**config.mk**
```make
export PLATFORM = sky130hd
export DESIGN_NAME = evn_seq
export DESIGN_NICKNAME = d
export VERILOG_FILES = /design/src/rtl/evn_pkg.sv /design/src/rtl/evn_seq.sv
export SDC_FILE = /design/constraint.sdc
export NUM_CORES = 1
export LEC_CHECK = 0
export CAP_MARGIN = 15
export CORE_ASPECT_RATIO = 0.8
export CORE_MARGIN = 2
export CORE_UTILIZATION = 53
export DETAILED_ROUTE_END_ITERATION = 6
export DONT_BUFFER_PORTS = 1
export GPL_TIMING_DRIVEN = 1
export PLACE_DENSITY = 0.8
export SYNTH_ARGS = -nofsm -noshare
export SYNTH_HDL_FRONTEND = slang
export SYNTH_SLANG_ARGS = --single-unit
```
**constraint.sdc**
```tcl
create_clock -name clk -period 5.98 [get_ports clk]
set_input_delay 1.794 -clock clk [delete_from_list [all_inputs] [get_ports clk]]
set_output_delay 1.794 -clock clk [all_outputs]
set_load 0.05 [all_outputs]
```
**src/rtl/evn_pkg.sv**
```systemverilog
// Shared event-sequencing types: the downstream event pulse bundle and the
// sequencer state encoding.
package evn_pkg;

    typedef struct packed {
        logic rst;
        logic str;
        logic stp;
        logic swt;
    } evn_t;

    typedef enum logic [1:0] {
        ST_IDLE = 2'd0,
        ST_PRE  = 2'd1,
        ST_ARM  = 2'd2,
        ST_POST = 2'd3
    } seq_st_t;

endpackage

```
**src/rtl/evn_seq.sv**
```systemverilog
// Acquisition event sequencer: IDLE -> PRE -> ARM -> POST with repeat count.
// Optional arm timeout is built only when EVN_SEQ_TIMEOUT_EN is defined.
module evn_seq
    import evn_pkg::*;
#(
    parameter int CW = 32,
    parameter int TN = 1
) (
    input  logic           clk,
    input  logic           rst,
    input  logic           ctl_str,
    input  logic           ctl_stp,
    input  logic           ctl_rst,
    input  logic [CW-1:0]  cfg_pre,
    input  logic [CW-1:0]  cfg_pst,
    input  logic [CW-1:0]  cfg_rpt,
    input  logic [TN-1:0]  cfg_trg,
    input  logic [CW-1:0]  cfg_tmo,
    input  logic [TN-1:0]  trg,
    output evn_pkg::evn_t  evo,
    output evn_pkg::seq_st_t sts_st,
    output logic [CW-1:0]  sts_rpt,
    output logic           sts_tmo,
    output logic           irq
);

    localparam logic [CW-1:0] ONE = CW'(1);

    seq_st_t       st;
    logic [CW-1:0] cnt;
    logic [CW-1:0] pre_q;
    logic [CW-1:0] pst_q;
    logic [CW-1:0] rpt_q;
    logic [TN-1:0] trg_q;

    logic          hit;
    logic          tmo_fire;
    logic          more;
    logic [CW:0]   rpt_nxt;
    logic [CW-1:0] rpt_inc;

    // A zero-length interval still spends one cycle in its state.
    function automatic logic [CW-1:0] at_least_one(input logic [CW-1:0] v);
        return (v == '0) ? ONE : v;
    endfunction

    assign hit     = |(trg & trg_q);
    assign rpt_nxt = {1'b0, sts_rpt} + {{CW{1'b0}}, 1'b1};
    assign more    = (rpt_q == '0) || (rpt_nxt < {1'b0, rpt_q});
    assign rpt_inc = (&sts_rpt) ? sts_rpt : rpt_nxt[CW-1:0];
    assign sts_st  = st;

`ifdef EVN_SEQ_TIMEOUT_EN
    logic [CW-1:0] tmo_q;
    logic [CW-1:0] tmo_cnt;
    logic          tmo_flag;

    // tmo_cnt holds the 1-based index of the current ARM cycle.
    assign tmo_fire = (tmo_q != '0) && (tmo_cnt == tmo_q);
    assign sts_tmo  = tmo_flag;
`else
    logic unused_tmo;

    assign unused_tmo = ^cfg_tmo;
    assign tmo_fire   = 1'b0;
    assign sts_tmo    = 1'b0;
`endif

    always_ff @(posedge clk or posedge rst) begin
        if (rst) begin
            st      <= ST_IDLE;
            cnt     <= '0;
            pre_q   <= '0;
            pst_q   <= '0;
            rpt_q   <= '0;
            trg_q   <= '0;
            evo     <= '0;
            sts_rpt <= '0;
            irq     <= 1'b0;
`ifdef EVN_SEQ_TIMEOUT_EN
            tmo_q    <= '0;
            tmo_cnt  <= '0;
            tmo_flag <= 1'b0;
`endif
        end else begin
            evo <= '0;
            irq <= 1'b0;
            if (ctl_rst) begin
                st      <= ST_IDLE;
                evo.rst <= 1'b1;
                sts_rpt <= '0;
`ifdef EVN_SEQ_TIMEOUT_EN
                tmo_flag <= 1'b0;
`endif
            end else if (ctl_stp) begin
                if (st != ST_IDLE) begin
                    st      <= ST_IDLE;
                    evo.stp <= 1'b1;
                end
            end else begin
                case (st)
                    ST_IDLE: begin
                        if (ctl_str) begin
                            pre_q   <= cfg_pre;
                            pst_q   <= cfg_pst;
                            rpt_q   <= cfg_rpt;
                            trg_q   <= cfg_trg;
                            cnt     <= at_least_one(cfg_pre);
                            sts_rpt <= '0;
                            evo.str <= 1'b1;
                            st      <= ST_PRE;
`ifdef EVN_SEQ_TIMEOUT_EN
                            tmo_q    <= cfg_tmo;
                            tmo_flag <= 1'b0;
`endif
                        end
                    end
                    ST_PRE: begin
                        if (cnt <= ONE) begin
                            st <= ST_ARM;
`ifdef EVN_SEQ_TIMEOUT_EN
                            tmo_cnt <= ONE;
`endif
                        end else begin
                            cnt <= cnt - ONE;
                        end
                    end
                    ST_ARM: begin
                        if (hit || tmo_fire) begin
                            st      <= ST_POST;
                            cnt     <= at_least_one(pst_q);
                            evo.swt <= 1'b1;
`ifdef EVN_SEQ_TIMEOUT_EN
                            if (!hit) tmo_flag <= 1'b1;
`endif
                        end
`ifdef EVN_SEQ_TIMEOUT_EN
                        else begin
                            tmo_cnt <= tmo_cnt + ONE;
                        end
`endif
                    end
                    ST_POST: begin
                        if (cnt <= ONE) begin
                            sts_rpt <= rpt_inc;
                            evo.stp <= 1'b1;
                            if (more) begin
                                st      <= ST_PRE;
                                cnt     <= at_least_one(pre_q);
                                evo.str <= 1'b1;
                            end else begin
                                st  <= ST_IDLE;
                                irq <= 1'b1;
                            end
                        end else begin
                            cnt <= cnt - ONE;
                        end
                    end
                    default: st <= ST_IDLE;
                endcase
            end
        end
    end

endmodule

```
==> flow_summary_export.csv, run 1 <==
group,metric,value,unit
run_status,status,"complete, no violations",
power,vdd.ir_drop.worst,0.0002655,V
worst_setup_path,reg2regPathDepth,15,
worst_setup_path,cp_max_fo,13,
worst_hold_path,whs_path_depth,1,
worst_setup_path,setup.worst_path.start_class,"flip-flop",
timing,tightest_slew,1.071,ns
power,power_density,351.8,nW/um^2
route,route.top_layer_used,"met4",
timing,maxSlewViolCount,0,
worst_setup_path,crit_arrival,5.51,ns
synth,yosys-top-cells-count,"dfrtp_1, nand2_1, o21ai_0, mux2_2, nor2_1",
worst_setup_path,timing.rr.start,"sts_rpt[3]",
worst_setup_path,timing.rr.end,"cnt[28]",
power,p_leak,4.420,nW
floorplanning,die_area,19390,um^2
route,wl_per_cell,22.07,um
finish,instances_no_fill,1242,
worst_hold_path,hold_path_class,"reg2reg",
global_route,grt_pass1_wl,43690,um
power,power,0.003722,W
worst_setup_path,critical_path_class,"reg2reg",
finish,nets,1171,
power,comb_power_share,22.1,%
clock_network,cts_resized,0,
worst_hold_path,hold_start,"trg_q",
clock_network,cts_hold_buf,0,
synth,synth_top_area_share,43.38,%
floorplanning,die_y,125.0,um
route,firstDrtPassIters,7,
floorplanning,fp.coreArea,18060,um^2
synth,synth.yosys.seq_area_share,43.38,%
clock_network,clk_path_buf_depth,2,
placed_design,placed_cells,1209,
worst_hold_path,holdPathEnd,"trg_q",
synth,avgSynthCellArea,9.644,um^2
synth,synth_cell_types,71,
timing,hold_viol,0,
floorplanning,initial_core_util,53.67,%
clock_network,numCtsBuffers,17,
synth,synthArstFlopShare,100.0,%
power,clkPwrFrac,31.1,%
clock_network,cts_tree,"done",
clock_network,cts_max_level,4,
synth,synth-seq-cells,168,
route,antenna_left,0,
global_route,grt_pass1_vias,8023,
route,wl_met1,11560,um
clock_network,clock-sinks,168,
finish,postLayoutCoreUtil,58.58,%
synth,synth_top_cells_by_area,"dfrtp_1, mux2_2, o21ai_0",
timing,finalSetupViolCount,0,
route,wl_met2,11770,um
timing,max_slew_margin,28.15,%
global_route,grt-ovfl-total,0,
synth,synthFlopType,"dfrtp_1",
placed_design,port_buffers,0,
timing,post-route-min-period,5.172,ns
synth,syn-num-nets,1178,
worst_setup_path,required,6.32,ns
floorplanning,io_pins,175,
timing,max_freq,193.3,MHz
synth,synth_cells,1005,
clock_network,path_clk_slew,0.08,ns
synth,synth_edf_count,0,
finish,final_layout_size_suffix_gt1_share,14.74,%
synth,synth_area_leader_cell,"dfrtp_1",
worst_setup_path,reg2reg_setup_slack,0.81,ns
finish,fin_area,10580,um^2
timing,fin_skew,0.01734,ns
timing,rsz0062_at_grt,"false",
route,drtIter0Drc,998,
timing,setup_tns,0,ns
route,drcViolationCount,0,
route,wl,27420,um
power,p_seq_share,46.7,%
finish,nFillCells,1519,
clock_network,clockRootBuffer,"clkbuf_16",
floorplanning,rows,44,
placed_design,dpl_cell_area,9960,um^2
clock_network,post_cts_buffers,0,
power,p_switching,0.001298,W
route,wl_met3,3120,um
power,internal-power,0.002424,W
synth,ys_warn_count,0,
run,max_cap_violations,0,
global_route,track_usage,28.94,%
power,netSwitchingFraction,34.87,%
floorplanning,die_w,155.2,um
worst_setup_path,critPathCaptureType,"flip-flop",
timing,finalCritPeriodShare,86.49,%
placed_design,dpl.hpwl,19690,um
synth,yosysMostFrequentCell,"dfrtp_1",
global_route,grt_antenna_before_repair,1,
global_route,grt_max_degree,169,
route,vias,8225,
route,via_per_inst,6.622,
placed_design,finalWeightedCongestion,0.9817,
clock_network,insertion_delay,0.45,ns
synth,syn_area,9692,um^2
finish,syn_to_final_growth,9.140,%
[cell families (layout without fill, tap and decap cells)]
family | Yosys count | count (layout) | share of synthesized area (%)
other | 1 | 2 | 0.03869
XOR/XNOR | 34 | 34 | 3.072
multiplexers | 73 | 73 | 8.546
AO/OA/AOI/OAI | 250 | 250 | 16.98
AND/OR/NAND/NOR | 343 | 343 | 18.95
buffers and inverters | 98 | 104 | 4.131
adder cells (fa/ha/maj) | 38 | 38 | 4.906
flip-flops | 168 | 168 | 43.38
[power by group through the flow]
stage / logic [W] / clock network, W / registers, W
2_1_floorplan: 0.000635 / 0 / 0.00163
3_3_place_gp: 0.000762 / 0 / 0.00172
3_5_place_dp: 0.000800 / 0 / 0.00174
4_1_cts: 0.000809 / 0.00117 / 0.00172
5_1_grt: 0.000910 / 0.00122 / 0.00177
6_report: 0.000823 / 0.00116 / 0.00174
[cell type report]
cell class                      instances  area (um^2)  share of cell area (%)
Clock inverter                         14        176.4                   1.668
Antenna cell                            1        2.502                 0.02366
Clock buffer                           18        439.2                   4.152
Tap cell                              230        287.8                   2.721
Multi-Input combinational cell        739         5102                   48.24
Timing Repair Buffer                   21        170.2                   1.609
Inverter                               51        195.2                   1.845
Sequential cell                       168         4204                   39.74
[worst max path at each step]
stage	from	endpoint	slack [ns]	cells past startpoint
after CTS	sts_rpt[3]	cnt[28]	0.96	15
final	sts_rpt[3]	cnt[28]	0.81	15
after global routing	sts_rpt[3]	cnt[11]	0.46	15
after detailed placement	sts_rpt[3]	cnt[28]	0.98	15
after global placement	sts_rpt[3]	cnt[28]	1.07	15
after floorplan	sts_rpt[0]	cnt[15]	1.52	17
[critical path: stages (launching register included)]
cell and delay [ns]:
dfrtp_1 0.76, and3_1 0.42, nand4_1 0.27, or2_2 0.44
nor2_1 0.22, nand3_1 0.13, xnor2_1 0.19, ha_1 0.34
nand4_1 0.08, nor4_1 0.55, a2111oi_0 0.26, o211ai_1 0.26
o21a_1 0.50, nor2_1 0.12, buf_4 0.22, mux2_4 0.30
[sequential cells by signal (all words and copies together) (netlist names)]
| register | cells |
|---|---|
| cnt | 32 |
| evo | 4 |
| irq | 1 |
| pre_q | 32 |
| pst_q | 32 |
| rpt_q | 32 |
| sts_rpt | 32 |
| sts_st | 2 |
| trg_q | 1 |
[per-stage QoR]
stage	hold slack, ns	setup slack, ns
final	0.5274	0.8079
after global routing	0.5363	0.4606
after CTS	0.5185	0.9577
after detailed placement	0.5042	0.9779
after global placement	0.4929	1.070
after floorplan	0.4710	1.523
[per-layer routing]
layer  GRT usage [%]  up-vias
li1                -     3692
met1           40.36     3991
met2           41.36      454
met3           9.879       88
met4           12.20        0
met5               0        -
[cells in the final DEF, fill, tap and decap left out, types with 6 or more instances in the layout]
cell,netlist,layout
and3_1,8,7
o21ai_0,99,98
inv_1,51,50
nand2_1,107,107
dfrtp_1,168,168
nor2b_1,7,7
ha_1,38,38
nor4_1,44,44
nand2b_1,18,18
a22o_1,27,27
o31ai_1,14,14
nand3_1,24,24
or3_1,6,6
a21oi_1,35,34
nor2_1,53,53
a221oi_1,14,14
xor2_1,12,12
and4_1,8,8
buf_4,4,20
nor3_1,20,20
o211ai_1,7,7
clkbuf_16,0,17
nand4_1,22,22
mux2_2,70,70
xnor2_1,22,22
Power figures use the tool's default switching activity.
==> run 2: changes to the inputs <==
--- a/config.mk
+++ b/config.mk
@@ -12,7 +12,9 @@
 export DETAILED_ROUTE_END_ITERATION = 6
 export DONT_BUFFER_PORTS = 1
 export GPL_TIMING_DRIVEN = 1
+export MAX_ROUTING_LAYER = met4
 export PLACE_DENSITY = 0.8
 export SYNTH_ARGS = -nofsm -noshare
 export SYNTH_HDL_FRONTEND = slang
 export SYNTH_SLANG_ARGS = --single-unit
+export TNS_END_PERCENT = 10
==> run 2 against run 1 <==
  * Critical path depth shrank 1
  * Power rose by 1.2%
  * Global-route usage is 0.36 points higher
  * Wire length shrank 0.62%
  * Utilization increased by 0.16 points
  * First-iteration DRC count grew 1.7%
  * Sequential power about the same
  * Die area stayed put
  * Sequential share of layout area shrank 0.11 points
==> flow_summary_export.csv, run 2 (synthesis gave the netlist of run 1 again) <==
group,metric,value,unit
timing,tightest_slew,1.020,ns
worst_setup_path,reg2reg_setup_slack,0.62,ns
floorplanning,rows,44,
worst_setup_path,cp_cell_sequence,"nand4_1, nor3_1, and3_1, and4_1, xor2_1, ha_1, nand3_1, nor4_1, a2111oi_0, o211ai_1, o21a_1, nor2_1, buf_4, mux2_4",
timing,whs,0.5139,ns
finish,nets,1172,
timing,finalSetupViolCount,0,
timing,maxSlewViolCount,0,
timing,finalCritPeriodShare,89.68,%
worst_setup_path,required,6.30,ns
clock_network,cts_tree,"done",
timing,rsz0062_at_grt,"false",
floorplanning,io_pins,175,
finish,n_antenna_cell,0,
worst_setup_path,crit_arrival,5.68,ns
clock_network,insertion_delay,0.45,ns
clock_network,clockRootBuffer,"clkbuf_16",
global_route,grt_max_degree,169,
worst_setup_path,timing.rr.end,"cnt[15]",
clock_network,clock-sinks,168,
run,max_cap_violations,0,
timing,max_freq,186.5,MHz
timing,fin_skew,0.01946,ns
route,via_per_inst,6.639,
clock_network,cts_resized,0,
floorplanning,initial_core_util,53.67,%
floorplanning,die_area,19390,um^2
finish,register_area,4204,um^2
clock_network,path_clk_slew,0.07,ns
worst_setup_path,critical_path_class,"reg2reg",
floorplanning,die_y,125.0,um
timing,max_slew_margin,31.53,%
timing,post-route-min-period,5.363,ns
run_status,status,"complete, no violations",
global_route,grt-ovfl-total,0,
timing,hold_viol,0,
finish,final_common_cell,"dfrtp_1",
floorplanning,die_w,155.2,um
route,vias,8246,
finish,nFillCells,1502,
worst_setup_path,timing.rr.start,"sts_rpt[17]",
worst_hold_path,hold_start,"cnt[13]",
worst_setup_path,reg2regPathDepth,14,
route,firstDrtPassIters,6,
global_route,grt_pass1_vias,7862,
global_route,grt_pass1_wl,43260,um
finish,final_layout_size_suffix_gt1_share,14.82,%
power,power_density,355.2,nW/um^2
finish,final_cell_mix,"dfrtp_1, nand2_1, o21ai_0",
worst_setup_path,critPathCaptureType,"flip-flop",
clock_network,post_cts_buffers,0,
power,vdd.ir_drop.worst,0.0003108,V
clock_network,cts_hold_buf,0,
clock_network,numCtsBuffers,17,
worst_setup_path,cp_max_fo,13,
global_route,grt_antenna_before_repair,0,
route,drtIter0Drc,1015,
worst_setup_path,setup.worst_path.start_class,"flip-flop",
worst_hold_path,hold_path_class,"reg2reg",
power,p_leak,4.450,nW
placed_design,dpl_cell_area,9967,um^2
route,wl,27250,um
route,antenna_left,0,
finish,syn_to_final_growth,9.437,%
route,drcViolationCount,0,
worst_setup_path,slowest_stage,"dfrtp_1",
clock_network,cts_max_level,4,
placed_design,dpl.hpwl,19680,um
global_route,track_usage,29.30,%
placed_design,finalWeightedCongestion,1.010,
clock_network,clk_path_buf_depth,2,
finish,fin_area,10610,um^2
worst_hold_path,holdPathEnd,"cnt[13]",
timing,setup_tns,0,ns
placed_design,port_buffers,0,
finish,multi_input_area,5102,um^2
floorplanning,fp.coreArea,18060,um^2
worst_hold_path,whs_path_depth,2,
finish,postLayoutCoreUtil,58.74,%
route,wl_per_cell,21.94,um
worst_setup_path,worst_path_largest_cell_delay,0.75,ns
-- run 2: layout make-up --
cell class	count	share of cell area (%)
Sequential cell	168	39.64
Tap cell	230	2.713
Clock inverter	14	1.887
Multi-Input combinational cell	739	48.11
Clock buffer	18	4.141
Timing Repair Buffer	22	1.675
Inverter	51	1.840
-- run 2: worst max-delay path: cells and delay by family (launching register included) --
kind,cells,cell delay [ns]
mux,1,0.31
compound gates,3,1.04
flops,1,0.75
fa+ha+maj,1,0.31
buf+inv,1,0.26
simple gates,7,2.48
xor+xnor,1,0.09
-- run 2: power breakdown --
group,switching (W),internal (W)
registers,0.000325,0.00142
logic,0.000450,0.000363
clock network,0.000525,0.000689
-- run 2: metrics by stage --
stage	std cells	worst slack (ns)	total power, W
2_1_floorplan	1005	1.523	0.002264
3_3_place_gp	1210	0.8971	0.002486
3_5_place_dp	1210	0.7018	0.002532
4_1_cts	1242	0.7194	0.003743
5_1_grt	1242	0.3911	0.003932
6_report	1242	0.6171	0.003768
-- run 2: how the worst max path moves through the flow --
stage,slack [ns],startpoint,end
2_1_floorplan,1.52,sts_rpt[0],cnt[15]
3_3_place_gp,0.90,sts_rpt[17],cnt[2]
3_5_place_dp,0.70,sts_rpt[17],cnt[1]
4_1_cts,0.72,sts_rpt[17],cnt[1]
5_1_grt,0.39,sts_rpt[17],cnt[15]
6_report,0.62,sts_rpt[17],cnt[15]
-- run 2: layer usage --
layer	GRT usage, %	share of wire [%]	wire (um)
met5	-	0	0
met3	8.076	11	2928
met2	40.47	43	11690
met4	9.390	2.6	721
met1	41.95	44	11900
==> run 3: changes to the inputs <==
--- a/config.mk
+++ b/config.mk
@@ -11,6 +11,7 @@
 export CORE_UTILIZATION = 53
 export DETAILED_ROUTE_END_ITERATION = 6
 export DONT_BUFFER_PORTS = 1
+export GPL_ROUTABILITY_DRIVEN = 0
 export GPL_TIMING_DRIVEN = 1
 export MAX_ROUTING_LAYER = met4
 export PLACE_DENSITY = 0.8
==> run 3 against run 2 <==
  * Die area stayed put
  * Clock power is 5% lower
  * First-iteration DRC count is 12% higher
  * Clock skew is 0.0048 ns lower
  * Non-clock buffer count stayed put
  * Register-to-register slack better by 0.13 ns
  * Power is 1.8% lower
  * Wire length is 1.4% lower
  * Highest routed layer unchanged
==> flow_summary_export.csv, run 3 (synthesis gave the netlist of run 1 again) <==
group,metric,value,unit
finish,n_antenna_cell,0,
worst_setup_path,worst_path_largest_cell_delay,0.75,ns
floorplanning,rows,44,
route,firstDrtPassIters,5,
finish,nets,1172,
route,drtIter0Drc,1136,
timing,max_slew_margin,27.28,%
timing,fin_skew,0.01463,ns
finish,final_common_cell,"dfrtp_1",
run_status,status,"complete, no violations",
global_route,grt_antenna_before_repair,0,
finish,final_layout_size_suffix_gt1_share,14.82,%
floorplanning,die_area,19390,um^2
clock_network,numCtsBuffers,17,
worst_setup_path,cp_cell_sequence,"and3_1, nand4_1, or2_2, nor2_1, nand3_1, xnor2_1, ha_1, nand4_1, nor4_1, a2111oi_0, o211ai_1, o21ai_2, nand2_1, o31ai_1",
clock_network,clk_path_buf_depth,2,
floorplanning,die_w,155.2,um
finish,multi_input_area,5102,um^2
timing,maxSlewViolCount,0,
placed_design,dpl.hpwl,19300,um
worst_setup_path,setup.worst_path.start_class,"flip-flop",
global_route,grt_pass1_wl,42840,um
timing,tightest_slew,1.081,ns
clock_network,cts_max_level,4,
global_route,grt-ovfl-total,0,
finish,nFillCells,1498,
timing,max_freq,191.1,MHz
finish,syn_to_final_growth,9.244,%
clock_network,insertion_delay,0.43,ns
route,vias,8283,
route,wl_per_cell,21.62,um
floorplanning,fp.coreArea,18060,um^2
finish,final_cell_mix,"dfrtp_1, nand2_1, o21ai_0",
timing,setup_slack,0.7481,ns
clock_network,cts_resized,0,
clock_network,clockRootBuffer,"clkbuf_16",
run,max_cap_violations,0,
route,wl,26860,um
timing,rsz0062_at_grt,"false",
timing,finalSetupViolCount,0,
placed_design,pre_cts_ws,0.8873,ns
finish,register_area,4204,um^2
timing,hold_viol,0,
clock_network,path_clk_slew,0.08,ns
clock_network,cts_tree,"done",
floorplanning,die_y,125.0,um
floorplanning,io_pins,175,
global_route,track_usage,29.14,%
worst_setup_path,cpMostUsedCell,"nand4_1",
worst_setup_path,critical_path_class,"reg2reg",
timing,finalCritPeriodShare,87.49,%
power,power,0.003701,W
power,power_density,349.5,nW/um^2
worst_setup_path,crit_arrival,5.56,ns
clock_network,clock-sinks,168,
worst_setup_path,cp_max_fo,18,
worst_hold_path,hold_path_class,"reg2reg",
worst_setup_path,slowest_stage,"dfrtp_1",
clock_network,post_cts_buffers,0,
power,p_leak,4.427,nW
worst_setup_path,required,6.30,ns
global_route,grt_pass1_vias,7767,
route,via_per_inst,6.669,
placed_design,port_buffers,0,
floorplanning,initial_core_util,53.67,%
finish,postLayoutCoreUtil,58.63,%
timing,post-route-min-period,5.232,ns
clock_network,cts_hold_buf,0,
route,drcViolationCount,0,
worst_setup_path,critPathCaptureType,"flip-flop",
global_route,grt_max_degree,169,
worst_setup_path,reg2regPathDepth,14,
timing,setup_tns,0,ns
route,antenna_left,0,
power,vdd.ir_drop.worst,0.0002746,V
worst_hold_path,whs_path_depth,2,
run 3: routing by layer:
layer,vias to the layer above,GRT usage (%),part of all wire (%)
met5,-,-,0
met4,0,9.930,3.1
met3,89,9.151,11
met2,516,39.82,42
met1,3968,41.08,44
li1,3710,-,-
run 3: power by group:
part           internal [W]  switching, W  total, W
registers           0.00142      0.000322   0.00174
logic              0.000363      0.000448  0.000811
clock network      0.000646      0.000507   0.00115
run 3: final cells by class:
| class | instances | share of cell area (%) |
|---|---|---|
| Sequential cell | 168 | 39.71 |
| Timing Repair Buffer | 22 | 1.678 |
| Clock inverter | 14 | 1.714 |
| Inverter | 51 | 1.844 |
| Clock buffer | 18 | 4.148 |
| Tap cell | 230 | 2.718 |
| Multi-Input combinational cell | 739 | 48.19 |
run 3: per-stage QoR:
stage / area (um^2) / hold slack, ns / instances
6_report: 10590 / 0.5125 / 1242
5_1_grt: 10590 / 0.5459 / 1242
2_1_floorplan: 9696 / 0.4710 / 1005
3_3_place_gp: 9967 / 0.4927 / 1210
3_5_place_dp: 9967 / 0.4987 / 1210
4_1_cts: 10590 / 0.5140 / 1242
run 3: final timing paths:
check | end | slack [ns] | startpoint
setup reg to reg | cnt[24] | 0.75 | sts_rpt[3]
max in group asynchronous | rpt_q[31] | 3.85 | rst
min in group asynchronous | rpt_q[1] | 1.51 | rst
hold reg to reg | cnt[13] | 0.51 | cnt[13]
hold / removal | cnt[13] | 0.51 | cnt[13]
setup / recovery | cnt[24] | 0.75 | sts_rpt[3]
run 3: critical path: cells and delay by family, from the launching register on:
family          cells  cell delay, ns
simple gates        8            2.20
fa+ha+maj           1            0.30
xor+xnor            1            0.27
compound gates      4            1.59
flops               1            0.75
